File: config.mk
export PLATFORM = sky130hd
export DESIGN_NAME = zombie_round_ctrl
export DESIGN_NICKNAME = d
export VERILOG_FILES = /design/src/rtl/zombie_pkg.sv /design/src/rtl/zombie_lfsr.sv /design/src/rtl/zombie_round_ctrl.sv
export SDC_FILE = /design/constraint.sdc
export NUM_CORES = 1
export LEC_CHECK = 0
export BUFFER_PORTS_ARGS = -buffer_cell sky130_fd_sc_hd__buf_2
export CORE_ASPECT_RATIO = 0.75
export CORE_MARGIN = 2
export CORE_UTILIZATION = 60
export CTS_CLUSTER_SIZE = 20
export DETAILED_ROUTE_END_ITERATION = 10
export PLACE_DENSITY = 0.79
export SYNTH_ARGS = -nofsm -noshare
export SYNTH_HDL_FRONTEND = slang
export SYNTH_SLANG_ARGS = --single-unit
export TNS_END_PERCENT = 10
File: constraint.sdc
create_clock -name clk -period 3.6 [get_ports clk]
set_input_delay 0.72 -clock clk [delete_from_list [all_inputs] [get_ports clk]]
set_output_delay 0.72 -clock clk [all_outputs]
set_load 0.005 [all_outputs]
File: src/rtl/zombie_pkg.sv
// rtl/zombie_pkg.sv - shared types and constants for the zombie round controller
package zombie_pkg;

  typedef enum logic [1:0] {IDLE, GAP, ACTIVE, OVER} state_t;

  localparam logic [2:0] HOLE1 = 3'b001;
  localparam logic [2:0] HOLE2 = 3'b010;
  localparam logic [2:0] HOLE3 = 3'b100;
  localparam logic [2:0] NONE  = 3'b000;

  // x^8+x^6+x^5+x^4+1, shifting left with feedback into bit 0
  localparam logic [7:0] LFSR_TAPS = 8'hB8;

  // sel 3 folds onto hole 1; a repeat of the previous hole rotates to the next one
  function automatic logic [2:0] pick_hole(input logic [1:0] sel, input logic [2:0] prev);
    logic [2:0] h;
    case (sel)
      2'd1:    h = HOLE2;
      2'd2:    h = HOLE3;
      default: h = HOLE1;
    endcase
    if (h == prev) h = {h[1:0], h[2]};
    return h;
  endfunction

endpackage

File: src/rtl/zombie_lfsr.sv
// rtl/zombie_lfsr.sv - free-running 8-bit Fibonacci LFSR with synchronous seed load
module zombie_lfsr
  import zombie_pkg::*;
#(
  parameter logic [7:0] SEED = 8'hA5
) (
  input  logic       clk,
  input  logic       rst,
  output logic [1:0] sel
);

  logic [7:0] lfsr;

  always_ff @(posedge clk) begin
    if (rst) lfsr <= SEED;
    else     lfsr <= {lfsr[6:0], ^(lfsr & LFSR_TAPS)};
  end

  assign sel = lfsr[1:0];

endmodule

File: src/rtl/zombie_round_ctrl.sv
// rtl/zombie_round_ctrl.sv - punch-zombie round engine: spawn, hit window, score and lives
module zombie_round_ctrl
  import zombie_pkg::*;
#(
  parameter int         TICK_DIV   = 25_000_000,
  parameter int         GAP_TICKS  = 2,
  parameter int         HIT_WINDOW = 8,
  parameter int         MIN_WINDOW = 2,
  parameter int         LIVES      = 3,
  parameter int         WIN_SCORE  = 20,
  parameter logic [7:0] LFSR_SEED  = 8'hA5
) (
  input  logic       clk,
  input  logic       rst,
  input  logic       start,
  input  logic [2:0] hit,
  output logic [2:0] zombie,
  output logic [4:0] score,
  output logic [1:0] lives,
  output logic       gameover,
  output logic       win
);

  localparam int PW = (TICK_DIV > 1) ? $clog2(TICK_DIV) : 1;
  localparam int WW = $clog2(HIT_WINDOW + 1);
  localparam int GW = $clog2(GAP_TICKS + 1);

  state_t          state, state_n;
  logic [PW-1:0]   prescale;
  logic            tick;
  logic [WW-1:0]   window_len, wlen_n;
  logic [WW-1:0]   win_cnt, wcnt_n;
  logic [GW-1:0]   gap_cnt, gcnt_n;
  logic [2:0]      prev_hole, prev_n;
  logic [2:0]      zombie_n;
  logic [4:0]      score_n, new_score;
  logic [1:0]      lives_n, new_lives;
  logic            win_n;
  logic            do_hit, do_miss;
  logic [2:0]      hole;
  logic [1:0]      rnd;

  zombie_lfsr #(.SEED(LFSR_SEED)) u_lfsr (
    .clk (clk),
    .rst (rst),
    .sel (rnd)
  );

  assign tick = (prescale == PW'(TICK_DIV - 1));

  always_ff @(posedge clk) begin
    if (rst) begin
      state      <= IDLE;
      zombie     <= NONE;
      score      <= '0;
      lives      <= 2'(LIVES);
      gameover   <= 1'b0;
      win        <= 1'b0;
      window_len <= WW'(HIT_WINDOW);
      win_cnt    <= '0;
      gap_cnt    <= '0;
      prev_hole  <= NONE;
      prescale   <= '0;
    end else begin
      state      <= state_n;
      zombie     <= zombie_n;
      score      <= score_n;
      lives      <= lives_n;
      gameover   <= (state_n == OVER);
      win        <= win_n;
      window_len <= wlen_n;
      win_cnt    <= wcnt_n;
      gap_cnt    <= gcnt_n;
      prev_hole  <= prev_n;
      // every state change restarts the tick phase so windows are whole ticks
      prescale   <= (state_n != state || tick) ? '0 : prescale + PW'(1);
    end
  end

  always_comb begin
    state_n   = state;
    zombie_n  = zombie;
    score_n   = score;
    lives_n   = lives;
    win_n     = win;
    wlen_n    = window_len;
    wcnt_n    = win_cnt;
    gcnt_n    = gap_cnt;
    prev_n    = prev_hole;
    do_hit    = 1'b0;
    do_miss   = 1'b0;
    hole      = pick_hole(rnd, prev_hole);
    new_score = (score == 5'd31) ? score : score + 5'd1;
    new_lives = lives - 2'd1;

    case (state)
      IDLE, OVER: begin
        if (start) begin
          state_n = GAP;
          score_n = '0;
          lives_n = 2'(LIVES);
          wlen_n  = WW'(HIT_WINDOW);
          win_n   = 1'b0;
          gcnt_n  = GW'(GAP_TICKS);
        end
      end
      GAP: begin
        if (tick) begin
          if (gap_cnt == GW'(1)) begin
            zombie_n = hole;
            prev_n   = hole;
            wcnt_n   = window_len;
            state_n  = ACTIVE;
          end else begin
            gcnt_n = gap_cnt - GW'(1);
          end
        end
      end
      ACTIVE: begin
        // a wrong press beats a simultaneous correct one; a correct press beats the timeout
        if (hit != NONE && (hit & ~zombie) != NONE) do_miss = 1'b1;
        else if (hit == zombie)                     do_hit  = 1'b1;
        else if (tick && win_cnt == WW'(1))         do_miss = 1'b1;
        else if (tick)                              wcnt_n  = win_cnt - WW'(1);
      end
      default: state_n = IDLE;
    endcase

    if (do_hit) begin
      score_n  = new_score;
      zombie_n = NONE;
      gcnt_n   = GW'(GAP_TICKS);
      if (new_score == 5'(WIN_SCORE)) begin
        state_n = OVER;
        win_n   = 1'b1;
      end else begin
        state_n = GAP;
      end
      if (new_score[1:0] == 2'd0 && window_len > WW'(MIN_WINDOW))
        wlen_n = window_len - WW'(1);
    end

    if (do_miss) begin
      lives_n  = new_lives;
      zombie_n = NONE;
      gcnt_n   = GW'(GAP_TICKS);
      if (new_lives == 2'd0) begin
        state_n = OVER;
        win_n   = 1'b0;
      end else begin
        state_n = GAP;
      end
    end
  end

endmodule
Word level (Yosys, flattened, before mapping)
Index checks and enable logic that the tools add are counted.
Operators by class
  $add $sub $neg: 6
  order comparisons: 1
  eq/ne operators: 25
  multiplexer cells: 47
  bitwise operators: 2
  reduce and logical (&&, ||, !) cells: 26
Operators with widths (number)
  $mux 4: 10
  $mux 2: 15
  $add 25x1->25 const B: 1
  $eq 25x25->1 const B: 1
  $mux 5: 4
  $ne 2x2->1 const B: 8
  $mux 1: 13
  $ne 4x4->1 const B: 3
  $reduce_bool 2->1: 6
  $eq 5x5->1 const B: 2
  $eq 2x2->1 const B: 4
  $pmux 2 s2: 2
  $pmux 4 s2: 1
  $reduce_and 4->1: 2
  $reduce_xor 8->1: 1
  $sub 4x1->4 const B: 2
  $reduce_and 7->1: 1
  $eq 2x1->1 const B: 3
  $eq 3x3->1: 2
  $logic_not 2->1: 3
  $pmux 3 s2: 1
  $reduce_bool 3->1: 2
  $add 5x1->5 const B: 1
  $eq 4x1->1 const B: 1
  other kinds (13): 18
Storage, ports and cells
  register bits: 60
  bits of input ports: 6
  output and inout bits: 12
  logic and storage cells: 120

Longest topological paths before layout
Gate-level depths: netlist of run 1.
  word-level depth: 11
  depth in mapped cells: 10

Modules after synthesis
A second synthesis of run 1 with hierarchy kept.
Second synthesis, totals
  cell total of the unflattened synthesis: 404
  area total of the unflattened synthesis: 3499.6 µm²
Modules (own cells, without submodules)
  zombie_round_ctrl: times used 1, cells an instance 383, area each 3248.1 µm²
  zombie_lfsr: times used 1, cells an instance 21, area each 251.5 µm²

Worst setup path after synthesis of run 1
No wires, ideal clock.
  path kind: input -> register
  start point: in hit[2]
  end point: reg prescale[11]
  arrival: 2.476 ns
  data required time: 3.484 ns
  slack: 1.007 ns
  stages: 9
  path through: ha_1 > nor3_1 > or2_2 > nand3_1 > nor3b_1 > a211oi_4 > xnor2_2 > buf_6 > nor3_1
Between the ends
  longest elaborated chain between the ends: 10
  elaborated cells between the ends (all ways): 16
Ends and longest elaborated chain
  start: declaration: RTL line zombie_round_ctrl.sv:16  | input logic [2:0] hit,
  $and 3x3->3: RTL line zombie_round_ctrl.sv:121  | if (hit != NONE && (hit & ~zombie) != NONE) do_miss = 1'b1;
  $reduce_bool 3->1: RTL line zombie_round_ctrl.sv:121
  $logic_and 1x1->1: RTL line zombie_round_ctrl.sv:121
  $mux 1: RTL line zombie_round_ctrl.sv:121
  $mux 1: RTL line zombie_round_ctrl.sv:96  | case (state)
  $mux 2: RTL line zombie_round_ctrl.sv:129  | if (do_hit) begin
  $mux 2 *: RTL line zombie_round_ctrl.sv:143  | if (do_miss) begin
  $ne 2x2->1 *: RTL line zombie_round_ctrl.sv:76  | prescale <= (state_n != state || tick) ? '0 : prescale + PW'(1);
  $logic_or 1x1->1 *: RTL line zombie_round_ctrl.sv:76
  $reduce_or 2->1 (no line) *
  end signal: assignment: RTL line zombie_round_ctrl.sv:76
  end: declaration: RTL line zombie_round_ctrl.sv:29  | logic [PW-1:0] prescale;
Every way passes the cells marked *; elsewhere a longest branch is shown, timed or not.
A chain may end at the register's enable or synchronous reset.

Worst setup path in the final report of run 1
  start point: reg prescale[0]
  end point: reg prescale[22]
Between the ends
  longest elaborated chain between the ends: 10
  elaborated cells between the ends (all ways): 14
Ends and longest elaborated chain
  $eq 25x25->1: RTL line zombie_round_ctrl.sv:49  | assign tick = (prescale == PW'(TICK_DIV - 1));
  $logic_and 1x1->1: RTL line zombie_round_ctrl.sv:123  | else if (tick && win_cnt == WW'(1)) do_miss = 1'b1;
  $mux 1: RTL line zombie_round_ctrl.sv:123
  $mux 1: RTL line zombie_round_ctrl.sv:122  | else if (hit == zombie) do_hit = 1'b1;
  $mux 1: RTL line zombie_round_ctrl.sv:121
  $mux 1: RTL line zombie_round_ctrl.sv:96
  $mux 2: RTL line zombie_round_ctrl.sv:143
  $ne 2x2->1: RTL line zombie_round_ctrl.sv:76
  $logic_or 1x1->1: RTL line zombie_round_ctrl.sv:76
  $reduce_or 2->1 (no line)
Several ways; a longest one is shown, not always the timed one.

==> results of run 1 <==
## power groups by stage
stage                     registers [uW]  logic (uW)  clock network (uW)
after floorplan                      699         102                   0
after global placement               701         121                   0
after detailed placement             702         124                   0
after CTS                            687         126                 540
after global routing                 688         140                 572
final                                687         126                 530
## cells in the final DEF (no fill, tap or decap), types with 6 or more instances in the layout
cell      count
nand2b_1      6
clkbuf_8     11
buf_2        17
xor2_1       16
o21ai_0      12
ha_1         16
inv_1        26
a21oi_1      15
nor2_1       26
xnor2_1      15
dfxtp_1      60
a211oi_1      9
nand4_1       7
nand3_1      21
nor3_1       33
nand2_1      40
## logic make-up (layout without fill, tap and decap cells)
kind of cell	count (synthesis)	count (layout)
XOR/XNOR	33	33
multiplexers	5	5
flip-flops	60	60
AND/OR/NAND/NOR	173	173
adder cells (fa/ha/maj)	16	16
AO/OA/AOI/OAI	53	53
buffers and inverters	39	63
## flip-flops by register name, indices dropped and copies added (netlist names)
register     count
gameover         1
gap_cnt          2
lives            2
prescale        25
prev_hole        3
score            5
state            2
u_lfsr.lfsr      8
win              1
win_cnt          4
window_len       4
zombie           3
## path summary, 6_finish.rpt
kind / start / to / slack [ps] / depth (start not counted)
min reg2reg: u_lfsr.lfsr[6] / u_lfsr.lfsr[7] / 410 / 1
max reg2reg: prescale[0] / prescale[22] / 560 / 8
max: prescale[0] / prescale[22] / 560 / 8
min: u_lfsr.lfsr[6] / u_lfsr.lfsr[7] / 410 / 1
## through the flow
| stage | std cells | setup slack (ps) | hold WS [ps] | cell area, sq um |
|---|---|---|---|---|
| after CTS | 475 | 592 | 417 | 3500 |
| final | 475 | 556 | 414 | 3500 |
| after global placement | 460 | 660 | 394 | 3330 |
| after floorplan | 379 | 1010 | 389 | 3180 |
| after global routing | 475 | 386 | 444 | 3500 |
| after detailed placement | 460 | 591 | 400 | 3330 |
## metal layers
| layer | share of wire | vias up | wire length, um |
|---|---|---|---|
| met5 | 0 | - | 0 |
| met4 | 0.0089 | 0 | 56 |
| met3 | 0.045 | 7 | 282 |
| met2 | 0.44 | 48 | 2800 |
| met1 | 0.50 | 1225 | 3160 |
| li1 | - | 1352 | - |
## cell type report
cell class / count / area share
clock buffers: 13 / 0.0454
well taps: 72 / 0.0257
flip-flops and latches: 60 / 0.343
clock inverters: 2 / 0.00286
multi-input cells: 280 / 0.520
repair buffers: 22 / 0.0350
inverters: 26 / 0.0279
==> impl_metrics.py, run 1 <==
metrics = {
    "grt": {
        "busiest_layer": "met2",
        "use_met1": 0.305,
        "grt_use_total": 0.234,
        "use_met2": 0.369,
        "grt_pass1_wl_um": 10500,
        "grt_pass1_vias": 2337,
        "grt_max_degree": 36,
        "antenna_found_initial": 0,
        "met3_usage": 0.0818,
        "overflow": 0,
    },
    "worst_setup_path": {
        "cp.required_ps": 3770,
        "crit_path_end_kind": "register",
        "critPathMaxFanout": 25,
        "path_buf_inv": 0,
        "crit_type": "reg2reg",
        "slowest_stage": "xnor2_2",
        "worstPathArrival_ps": 3210,
        "cpPeakStageDelay_ps": 950,
        "critical-path-top-delay-family": "simple AND/OR/NAND/NOR gates",
        "crit_path_start_kind": "register",
        "crit_chain": "ha_1 > and3_1 > nand3_1 > or3_4 > a2bb2oi_2 > a21boi_2 > xnor2_2 > nor4b_1",
    },
    "power_and_ir_drop": {
        "p_per_area_mw_per_mm2": 384,
        "finalPower_uw": 1340,
        "p_seq_frac": 0.512,
        "switching_share": 0.252,
        "p_int_uw": 1000,
        "p_comb_frac": 0.094,
        "clockPowerShare": 0.395,
        "vdd_drop_max_mv": 0.294,
        "leakage_uw": 0.00138,
        "power_switching_uw": 339,
    },
    "routing": {
        "drtPass1Iterations": 4,
        "vias": 2632,
        "route.detailed.drc": 0,
        "wl_um": 6300,
        "drtIter0Drc": 136,
        "wl_per_cell_um": 13.3,
        "postRouteAntennaNets": 0,
        "viasPerCell": 5.54,
    },
    "synthesis": {
        "synth_top_family_by_area": "simple AND/OR/NAND/NOR gates",
        "avgSynthCellArea_sq_um": 8.39,
        "post-synth-top-count-cell": "dfxtp_1",
        "synth_common_cells": "dfxtp_1, nand2_1, nor3_1",
        "synthMuxAreaShare": 0.0165,
        "synth_area_leader_cell": "dfxtp_1",
        "synth_edf_count": 0,
        "yosys.area_share.adder": 0.0629,
        "synth-compound-area-share": 0.111,
        "seq_area_frac_synth": 0.378,
        "synth_area_leaders": "dfxtp_1, ha_1, nor3_1, nand2_1, xnor2_1",
        "yosysWarnings": 0,
        "synth_seq_cells": 60,
        "ys_async_sr_fraction": 0,
        "synth_nets": 401,
        "synth-simple-area-share": 0.286,
        "syn_inst": 379,
        "synth-xor-area-share": 0.0932,
        "yosys.area.top_type_share": 0.378,
        "synth-main-ff-cell": "dfxtp_1",
        "netlist_area_sq_mm": 0.00318,
        "synth.distinct_cells": 52,
    },
    "timing": {
        "rsz0062_at_grt": "false",
        "final_hold_viol_count": 0,
        "max_clock_freq_mhz": 329,
        "fin_crit_sh": 0.845,
        "finalSetupViolCount": 0,
        "slew_viol_final": 0,
        "fin_crit_ps": 3040,
        "final.setup.tns_ps": 0,
        "slew-limit-headroom": 0.169,
        "tightestPinTransition_ps": 1240,
        "clock_skew_ps": 7.59,
    },
    "hold_path": {
        "hold_class": "reg2reg",
    },
    "placed_design": {
        "dp_hpwl_um": 4320,
        "gp_congestion": 0.851,
        "io_buffers": 17,
    },
    "die": {
        "die_x_um": 88.1,
        "dieArea_sq_mm": 0.00591,
        "die_h_um": 67.1,
        "ios": 18,
        "core_area_sq_mm": 0.00501,
        "start_util": 0.635,
        "rows": 22,
    },
    "finish": {
        "antenna-diode-count": 0,
        "areaGrowthSynthToFinish_pct": 10.0,
        "fin_nets": 421,
        "regArea_sq_mm": 0.00120,
        "finish.utilization": 0.699,
        "multi_input_area_sq_mm": 0.00182,
        "layout-drive-gt1-share": 0.136,
        "fillers": 411,
    },
    "clocking": {
        "cts_buffers": 9,
        "worstSkewPairLatency_ps": 340,
        "clk_pin_slew_worst_paths_ps": 60,
        "cts_setup_buffers": 0,
        "htreeDepth": 3,
        "root_buffer": "clkbuf_8",
        "cts_hold_buf": 0,
        "cts_tree": "built",
        "clockBufferDepth": 2,
        "cts_resized": 0,
        "clkSinkCount": 60,
    },
    "outcome": {
        "status": "complete, no violations",
    },
    "job": {
        "cap_viol_max_count": 0,
    },
}
Note: power is estimated with default switching activity, not from simulation.
==> run 2: changes to the inputs <==
--- a/config.mk
+++ b/config.mk
@@ -8,10 +8,10 @@
 export BUFFER_PORTS_ARGS = -buffer_cell sky130_fd_sc_hd__buf_2
 export CORE_ASPECT_RATIO = 0.75
 export CORE_MARGIN = 2
-export CORE_UTILIZATION = 60
+export CORE_UTILIZATION = 55
 export CTS_CLUSTER_SIZE = 20
 export DETAILED_ROUTE_END_ITERATION = 10
-export PLACE_DENSITY = 0.79
+export PLACE_DENSITY = 0.76
 export SYNTH_ARGS = -nofsm -noshare
 export SYNTH_HDL_FRONTEND = slang
 export SYNTH_SLANG_ARGS = --single-unit
==> constraint.sdc (replaced) <==
create_clock -name clk -period 2.7 [get_ports clk]
set_input_delay 0.54 -clock clk [delete_from_list [all_inputs] [get_ports clk]]
set_output_delay 0.54 -clock clk [all_outputs]
set_load 0.005 [all_outputs]
==> run 2 against run 1 <==
  * Worst setup slack worse by 430 ps
  * Cell count up 6.3%
  * Routed wire length grew 14%
  * Non-clock buffer count increased by 26
  * Sequential share of layout area shrank 2.6 points
  * Clock skew shrank 1.3 ps
  * Worst hold slack better by 1.8 ps
  * Register-to-register slack worse by 430 ps
  * Via count increased by 5.4%
  * Flip-flop and latch count is the same
  * Maximum frequency up 18%
  * Critical path type unchanged
  * Largest cell class unchanged
  * Largest power group unchanged
  * Highest routed layer unchanged
==> impl_metrics.py, run 2 (synthesized netlist as in run 1, its figures left out) <==
metrics = {
    "placed_design": {
        "gp_congestion": 0.891,
        "dp_hpwl_um": 5050,
        "place_ws_ps": -34.1,
        "io_buffers": 17,
    },
    "clocking": {
        "cts_tree": "built",
        "clockBufferDepth": 2,
        "htreeDepth": 3,
        "clkSinkCount": 60,
        "cts_hold_buf": 0,
        "cts_setup_buffers": 0,
        "cts_buffers": 9,
        "root_buffer": "clkbuf_8",
        "worstSkewPairLatency_ps": 350,
        "clk_pin_slew_worst_paths_ps": 60,
    },
    "outcome": {
        "status": "complete, no violations",
    },
    "grt": {
        "antenna_found_initial": 0,
        "grt_pass1_wl_um": 11900,
        "grt_pass1_vias": 2568,
        "grt_max_degree": 35,
        "grt_use_total": 0.234,
        "overflow": 0,
    },
    "power_and_ir_drop": {
        "p_per_area_mw_per_mm2": 514,
        "vdd_drop_max_mv": 0.434,
        "leakage_uw": 0.00154,
    },
    "routing": {
        "drtPass1Iterations": 5,
        "route.detailed.drc": 0,
        "wl_um": 7190,
        "wl_met3_um": 345,
        "wl_per_cell_um": 14.2,
        "viasPerCell": 5.49,
        "vias": 2773,
        "wl_met2_um": 3260,
        "top_layer": "met4",
        "drt-met1-wl_um": 3470,
        "drtIter0Drc": 178,
        "postRouteAntennaNets": 0,
    },
    "worst_setup_path": {
        "crit_type": "reg2reg",
        "crit_end": "prescale[2]",
        "critPathMaxFanout": 25,
        "reg2reg_to": "prescale[2]",
        "crit_path_end_kind": "register",
        "r2r_setup_slack_ps": 120,
        "cp-startpoint": "prescale[1]",
        "crit_path_start_kind": "register",
        "worstReg2RegStart": "prescale[1]",
        "crit_chain": "ha_1 > and3_1 > nand3_1 > buf_4 > or4_1 > a21oi_4 > a211oi_4 > xnor2_2 > buf_12 > nor4_1",
        "cp.required_ps": 2940,
        "slowest_stage": "or4_1",
        "ff2ff_path_depth": 10,
        "cpPeakStageDelay_ps": 570,
        "worstPathArrival_ps": 2820,
    },
    "hold_path": {
        "hold_class": "reg2reg",
    },
    "timing": {
        "tightestPinTransition_ps": 734,
        "rsz0062_at_grt": "true",
        "slew-limit-headroom": 0.509,
        "finalSetupViolCount": 0,
        "max_clock_freq_mhz": 388,
        "clock_skew_ps": 6.31,
        "slew_viol_final": 0,
        "worst_hold_slack_ps": 416,
        "fin_crit_ps": 2580,
        "layout_setup_ws_ps": 125,
        "final_hold_viol_count": 0,
        "fin_crit_sh": 0.954,
    },
    "die": {
        "rows": 23,
        "dieArea_sq_mm": 0.00641,
        "core_area_sq_mm": 0.00547,
        "die_x_um": 91.8,
        "die_h_um": 69.9,
        "ios": 18,
        "start_util": 0.582,
    },
    "finish": {
        "regArea_sq_mm": 0.00120,
        "reg.largest.list": "prescale x25, u_lfsr.lfsr x8, score x5",
        "final_common_cell": "dfxtp_1",
        "multi_input_area_sq_mm": 0.00185,
        "largest_reg_flops": 25,
        "layout-drive-gt1-share": 0.200,
        "fillers": 434,
        "fin_nets": 447,
        "antenna-diode-count": 0,
        "regMostFlops": "prescale",
        "final_cell_mix": "dfxtp_1, nand2_1, nor3_1",
        "areaGrowthSynthToFinish_pct": 19.1,
    },
    "job": {
        "cap_viol_max_count": 0,
    },
}
run 2: repair_timing:
| action | in CTS | in global routing |
|---|---|---|
| gates cloned | 0 | 0 |
| setup endpoints to repair | 5 | 19 |
| gates resized for setup | 1 | 5 |
| pin swaps | 0 | 1 |
run 2: final cells by class:
type                       instances  share of cell area
multi-input combinational        280               0.488
sequential                        60               0.317
timing repair buffer              48              0.0905
clock buffer                      12              0.0410
inverter                          26              0.0258
tap                               75              0.0248
clock inverter                     4              0.0126
run 2: critical path, delay by kind of cell, from the launching register on:
| family | cells | cell delay, ps |
|---|---|---|
| compound gates | 2 | 280 |
| fa+ha+maj | 1 | 190 |
| simple gates | 4 | 1160 |
| flops | 1 | 350 |
| buf+inv | 2 | 340 |
| xor+xnor | 1 | 160 |
run 2: where the power goes:
part	total (uW)	switching, uW	internal, uW
combinational	207	120	86.9
clock	822	349	473
sequential	917	12.9	904
run 2: metal layers:
layer,up-vias,global-route usage
li1,1409,-
met1,1287,0.309
met2,67,0.358
met3,10,0.0755
met4,0,0.0879
met5,-,0
run 2: how the worst min path moves through the flow:
stage	startpoint	to	slack, ps	depth (start not counted)
finish	u_lfsr.lfsr[6]	u_lfsr.lfsr[7]	420	1
global route	u_lfsr.lfsr[6]	u_lfsr.lfsr[7]	420	1
CTS	u_lfsr.lfsr[6]	u_lfsr.lfsr[7]	420	1
detailed placement	u_lfsr.lfsr[6]	u_lfsr.lfsr[7]	400	1
global placement	u_lfsr.lfsr[6]	u_lfsr.lfsr[7]	390	1
floorplan	u_lfsr.lfsr[6]	u_lfsr.lfsr[7]	390	1
run 2: metrics by stage:
step | instance area (sq um) | setup TNS [ps] | total power, uW | instances | utilization
floorplan | 3180 | 0 | 1070 | 379 | -
global placement | 3550 | 0 | 1120 | 489 | 0.650
detailed placement | 3550 | -53.4 | 1130 | 489 | 0.650
CTS | 3760 | 0 | 1960 | 505 | 0.688
global route | 3790 | -249 | 2030 | 505 | 0.693
finish | 3790 | 0 | 1950 | 505 | 0.693
